File: config.mk
export PLATFORM = sky130hd
export DESIGN_NAME = muxn_scan
export DESIGN_NICKNAME = d
export VERILOG_FILES = /design/src/rtl/muxn_scan.sv
export SDC_FILE = /design/constraint.sdc
export NUM_CORES = 1
export LEC_CHECK = 0
export BUFFER_PORTS_ARGS = -buffer_cell sky130_fd_sc_hd__buf_2
export CORE_ASPECT_RATIO = 0.75
export CORE_MARGIN = 2
export CORE_UTILIZATION = 55
export CTS_BUF_LIST = sky130_fd_sc_hd__clkbuf_16
export CTS_CLUSTER_SIZE = 24
export DETAILED_ROUTE_END_ITERATION = 10
export PLACE_DENSITY = 0.87
export SYNTH_ARGS = -nofsm -noshare
export SYNTH_HDL_FRONTEND = slang
export SYNTH_SLANG_ARGS = --single-unit
export TNS_END_PERCENT = 5
File: constraint.sdc
create_clock -name clk -period 4.4 [get_ports clk]
set_clock_uncertainty 0.05 [all_clocks]
set_input_delay 0.22 -clock clk [delete_from_list [all_inputs] [get_ports clk]]
set_output_delay 0.22 -clock clk [all_outputs]
set_load 0.05 [all_outputs]
File: src/rtl/muxn_scan.sv
// Channel multiplexer with manual select and timed auto-scan over CH channels.
// All outputs come straight from flops; next values are decided by the state being entered.
module muxn_scan #(
    parameter int CH    = 4,
    parameter int DW    = 8,
    parameter int DWELL = 4,
    localparam int SELW = (CH > 1) ? $clog2(CH) : 1
) (
    input  logic               clk,
    input  logic               rst_n,
    input  logic               en,
    input  logic               mode,
    input  logic [SELW-1:0]    sel,
    input  logic [CH*DW-1:0]   in_bus,
    output logic [DW-1:0]      out,
    output logic [SELW-1:0]    ch,
    output logic [CH-1:0]      onehot,
    output logic               strobe,
    output logic               sel_err,
    output logic [1:0]         state_dbg
);
    localparam int CW = (DWELL > 1) ? $clog2(DWELL) : 1;

    typedef enum logic [1:0] {
        IDLE   = 2'd0,
        MANUAL = 2'd1,
        SCAN   = 2'd2
    } state_t;

    state_t          state, state_n;
    logic [CW-1:0]   cnt, cnt_n;
    logic [DW-1:0]   out_n;
    logic [SELW-1:0] ch_n;
    logic [CH-1:0]   onehot_n;
    logic            strobe_n;
    logic            sel_err_n;
    logic            sel_ok;
    logic [SELW-1:0] ch_adv;
    logic [DW-1:0]   chan [CH];

    for (genvar k = 0; k < CH; k++) begin : g_chan
        assign chan[k] = in_bus[k*DW +: DW];
    end

    function automatic logic [CH-1:0] decode(input logic [SELW-1:0] idx);
        for (int k = 0; k < CH; k++) decode[k] = (idx == SELW'(k));
    endfunction

    assign sel_ok    = (32'(sel) < CH);
    // Explicit wrap so non-power-of-2 channel counts never reach index CH.
    assign ch_adv    = (ch == SELW'(CH - 1)) ? '0 : ch + SELW'(1);
    assign state_dbg = state;

    always_comb begin
        state_n = IDLE;
        if (en) state_n = mode ? SCAN : MANUAL;
    end

    always_comb begin
        out_n     = out;
        ch_n      = ch;
        onehot_n  = '0;
        strobe_n  = 1'b0;
        sel_err_n = 1'b0;
        cnt_n     = '0;
        case (state_n)
            MANUAL: begin
                if (sel_ok) begin
                    ch_n     = sel;
                    out_n    = chan[sel];
                    onehot_n = decode(sel);
                    strobe_n = (sel != ch) || (state != MANUAL);
                end else begin
                    onehot_n  = onehot;
                    sel_err_n = 1'b1;
                end
            end
            SCAN: begin
                if (state != SCAN) begin
                    ch_n     = '0;
                    out_n    = chan[0];
                    onehot_n = decode('0);
                    strobe_n = 1'b1;
                end else if (cnt == CW'(DWELL - 1)) begin
                    ch_n     = ch_adv;
                    out_n    = chan[ch_adv];
                    onehot_n = decode(ch_adv);
                    strobe_n = 1'b1;
                end else begin
                    cnt_n    = cnt + CW'(1);
                    out_n    = chan[ch];
                    onehot_n = decode(ch);
                end
            end
            default: ;
        endcase
    end

    always_ff @(posedge clk or negedge rst_n) begin
        if (!rst_n) begin
            state   <= IDLE;
            cnt     <= '0;
            out     <= '0;
            ch      <= '0;
            onehot  <= '0;
            strobe  <= 1'b0;
            sel_err <= 1'b0;
        end else begin
            state   <= state_n;
            cnt     <= cnt_n;
            out     <= out_n;
            ch      <= ch_n;
            onehot  <= onehot_n;
            strobe  <= strobe_n;
            sel_err <= sel_err_n;
        end
    end
endmodule
-- After elaboration in Yosys (flattened, before gate mapping)
Index checks and enable logic that the tools add are counted.
- register bits after elaboration: 19
- input port bits: 38
- output and inout bits: 18
- word-level logic and storage cells: 63
- $add $sub $neg: 2
- magnitude comparators: 3
- equality and inequality tests: 16
- multiplexer cells: 27
- bitwise logic cells: 3
- reductions and logical operators: 6
- operator list (kind ; number):
    two-way mux 8 bit ; 8
    binary-select mux 8 bit (select 2 bit) ; 3
    == test 2 bit (second input constant) ; 8
    two-way mux 2 bit ; 8
    case mux 8 bit (2 select lines) ; 1
    greater-or-equal comparator 3 bit (second input constant) ; 3
    inverter 2 -> 3 bit ; 3
    == test 2 x 1 -> 1 bit (second input constant) ; 4
    two-way mux 4 bit ; 2
    case mux 4 bit (2 select lines) ; 1
    zero test 2 bit ; 3
    adder 2 x 1 -> 2 bit (second input constant) ; 2
    case mux 2 bit (2 select lines) ; 1
    != test 3 bit (second input constant) ; 1
    two-way mux 1 bit ; 2
    != test 2 x 1 -> 1 bit (second input constant) ; 1
    != test 2 bit ; 1
    != test 2 bit (second input constant) ; 1
    case mux 1 bit (2 select lines) ; 1
    AND reduction 2 bit ; 1
    nonzero test 2 bit ; 1
    logical OR 1 bit ; 1

-- Logic depth before layout (Yosys ltp)
- depth after elaboration: 9
- gate-level depth with buffers: 8
- gate-level depth less buffers: 6

-- Worst setup path after synthesis
OpenSTA, ideal clock, no wires.
- path type: reg2reg
- from: register ch[0]
- to: register out[1]
- setup time: 0.130 ns
- data arrival time: 2.430 ns
- data required time: 4.220 ns
- setup slack: 1.790 ns
- cell stages (with the launch flop): 8
- buffers on the path: 2
- clock period less this slack: 2.610 ns
- cell sequence: dfrtp_1 > buf_4 > buf_2 > inv_1 > ha_1 > mux4_1 > o211ai_1 > o21ai_0
- cells in the longest elaborated chain, start to end: 9
- elaborated cells between the ends (all ways): 14
- those cells by class: 1 x add/sub; 1 x eq/ne; 10 x mux; 2 x bitwise
- RTL lines (what ; RTL line ; text):
    start, declared ; 16 ; output logic [SELW-1:0] ch,
    start signal, assigned ; 112 ; ch <= ch_n;
    adder 2 x 1 -> 2 bit or == test 2 bit (tied branches) ; 51 ; assign ch_adv = (ch == SELW'(CH - 1)) ? '0 : ch + SELW'(1);
    two-way mux 2 bit ; 51 ;
    inverter 2 -> 3 bit (implied by the code) ; 86 ; out_n = chan[ch_adv];
    binary-select mux 8 bit (select 2 bit) ; 86 ;
    two-way mux 8 bit (implied by the code) (2 in series) ; 86 ;
    two-way mux 8 bit (*) ; 84 ; end else if (cnt == CW'(DWELL - 1)) begin
    two-way mux 8 bit (*) ; 79 ; if (state != SCAN) begin
    case mux 8 bit (2 select lines) (*) ; 66 ; case (state_n)
    end signal, assigned ; 111 ; out <= out_n;
    end, declared ; 15 ; output logic [DW-1:0] out,
Every way passes the cells marked *; elsewhere a longest branch is shown, timed or not. The select of a mux whose other input is x is not followed.
A chain may end at the register's enable or synchronous reset.

-- Worst setup path after layout
- from: register ch[0]
- to: register out[4]
The elaborated chain is that of the path after synthesis.

==> qor.csv <==
stage,metric,value,unit
routing,drt_iter0_drc,207,
setup_path,crit_family,adder cells,
routing,antenna_left,0,
clock_network,clock_latency,0.25,ns
timing,final_hold_viol_count,0,
logic_synthesis,ys_types,37,
die,start_util,58.03,%
grt,grt_usage,29.30,%
logic_synthesis,seq_area_frac_synth,27.52,%
layout,syn2layout_area_growth,19.19,%
setup_path,path_buf_inv,1,
timing,rsz0062_at_grt,no,
setup_path,critPathSlowestCell,ha_1,
timing,fin_crit_sh,57.58,%
grt,grt_start_max_net_pins,40,
setup_path,cp_cell_sequence,buf_4 > ha_1 > nor2_1 > mux4_2 > o211ai_1 > o21ai_0,
clock_network,cts_setup_buffers,0,
setup_path,cp_data_required_time,4.48,ns
timing,slew_headroom,50.92,%
clock_network,cts_sinks,19,
grt,grt_antenna_before_repair,0,
routing,totalWireLength,4753,µm
layout,final_nets,270,
layout,fin_util,69.16,%
clock_network,root_buffer,clkbuf_16,
die,std_cell_rows,17,
setup_path,cp_max_fo,39,
pwr,worst_ir_drop_vdd,179.1,µV
die,die_h,52.54,µm
logic_synthesis,syn-num-nets,224,
hold_path,min_path_type,in2reg,
routing,post_drt_wl_per_cell,18.00,µm
clock_network,htreeDepth,1,
setup_path,crit_path_start_kind,register,
timing,worstMarginPinSlew,0.7300,ns
logic_synthesis,syn_inst,181,
clock_network,cts_buffers,3,
timing,hold_slack,0.2062,ns
layout,diodes,0,
pwr,power_density,310.2,mW/mm²
setup_path,crit_path_max_incr_delay,0.66,ns
timing,drv_slew,0,
place,place.detailed.hpwl,3340,µm
routing,first_pass_iters,4,
setup_path,cp_data_arrival_time,2.61,ns
layout,final_common_cell,buf_2,
timing,period_needed,2.533,ns
die,io_pins,56,
setup_path,crit_path_end_kind,register,
pwr,power.total,0.6389,mW
timing,fmax,394.7,MHz
layout,drive_gt1_share,31.86,%
place,place_congestion,0.8644,
die,die_x,68.72,µm
flow_run,drv_cap,0,
pwr,power.leakage,0.9602,nW
die,core,0.002978,mm²
logic_synthesis,ys_ff_latch,19,
place,portBuffers,54,
routing,vias,1706,
layout,final_cell_mix,"buf_2 (54), dfrtp_1 (19), mux2i_1 (17)",
run_status,status,finished clean,
timing,setup_tns,0,ns
grt,gr-total-overflow,0,
clock_network,cts_buffer_depth,2,
grt,grt_pass1_wl,7838,µm
routing,drc_errors,0,
die,die-area,0.003611,mm²
timing,finalSetupViolations,0,
routing,viasPerCell,6.462,
grt,first_global_vias,1622,
logic_synthesis,syn_avg_cell_area,9.546,µm²
setup_path,worstSetupPathType,reg2reg,
clock_network,clkSlewWorstSetupHoldPaths,0.06,ns
logic_synthesis,synth_warnings,0,
logic_synthesis,synth_area,0.001728,mm²
clock_network,cts_tree,done,
==> synthesized netlist by cell type <==
library cell  count  area share (%)
xor2_1            1            0.51
nand2b_1          2            0.72
xnor2_1           1            0.51
nor3_1            2            0.58
o311ai_0         10             5.1
nand2_1          10             2.2
o31ai_1           2            0.87
and2_0            1            0.36
buf_1             1            0.22
a21oi_1           5             1.4
o211ai_1          3             1.3
and3_1            1            0.36
buf_2             4             1.2
mux4_1            1             1.5
clkbuf_1          5             1.1
nor2_1            5             1.1
nand4_1           5             1.8
mux2i_1          17             9.8
a22oi_1           8             3.5
and2_1            2            0.72
a221oi_1          2             1.0
or2b_1            1            0.43
inv_1            16             3.5
dfrtp_1          19              28
o221ai_1          1            0.51
o21ai_0          16             4.6
and2b_2           1            0.51
ha_1              5             3.6
nor2b_1           2            0.72
conb_1            1            0.22
buf_4             4             1.7
a31oi_1           7             2.5
mux4_2           11              14
buf_6             1            0.65
nand2_4           1            0.65
o22ai_1           6             2.2
or4_1             1            0.43
==> final timing paths <==
path                              startpoint            endpoint  slack, ns  cells past startpoint
max                        ch[0]$_DFFE_PN0P_  out[4]$_DFFE_PN0P_       1.87                      6
min                                in_bus[7]  out[7]$_DFFE_PN0P_       0.21                      3
max reg2reg                ch[0]$_DFFE_PN0P_  out[4]$_DFFE_PN0P_       1.87                      6
min reg2reg                 cnt[0]$_DFF_PN0_    cnt[0]$_DFF_PN0_       0.39                      1
max in group asynchronous              rst_n    cnt[1]$_DFF_PN0_       3.61                      2
min in group asynchronous              rst_n  out[5]$_DFFE_PN0P_       0.39                      2
==> timing repair <==
action / CTS / global route
hold buffers: 1 / 0
gates resized for setup: 0 / 0
endpoints found under the hold margin: 19 / 0
==> state kept, by name, indices dropped and copies added, names as in the netlist <==
register,count
onehot,4
out,8
strobe,1
state_dbg,2
cnt,2
ch,2
==> worst min-delay path, cell delays in order <==
cell	delay (ns)
buf_2	0.12
nand2_1	0.05
a31oi_1	0.07
==> report_power, final <==
part / leakage (nW) / switching (mW) / internal, mW
Sequential: 0.233 / 0.0116 / 0.190
Combinational: 0.686 / 0.159 / 0.0889
Clock: 0.0409 / 0.0672 / 0.122
Total: 0.960 / 0.238 / 0.401
==> per-stage QoR <==
step                instance area (µm²)  instances  worst slack, ns
CTS                                2059        264            1.895
global route                       2059        264            1.711
floorplan                          1728        181            1.790
global placement                   1969        259            2.023
finish                             2059        264            1.867
detailed placement                 1969        259            1.901
==> per-layer routing <==
layer	track usage, %	routed length [µm]	up-vias
li1	-	-	795
met1	41.10	1983	802
met2	46.79	2278	101
met3	5.591	443	8
met4	6.863	48	0
met5	0	0	-
==> cell type report <==
type	count	area [µm²]
Timing Repair Buffer	56	287.8
Inverter	16	60.06
Tap cell	38	47.55
Fill cell	251	918.4
Sequential cell	19	475.5
Multi-Input combinational cell	131	1109
Clock inverter	1	5.005
Clock buffer	3	75.07
==> logic make-up after synthesis <==
group / after synthesis / synth area share, %
mux: 29 / 25.71
fa+ha+maj: 5 / 3.621
compound gates: 60 / 23.03
other cells: 1 / 0.2170
buf+inv: 31 / 8.327
simple gates: 34 / 10.57
xor+xnor: 2 / 1.014
flops: 19 / 27.52
No activity file was read; power rests on OpenSTA's default activity.
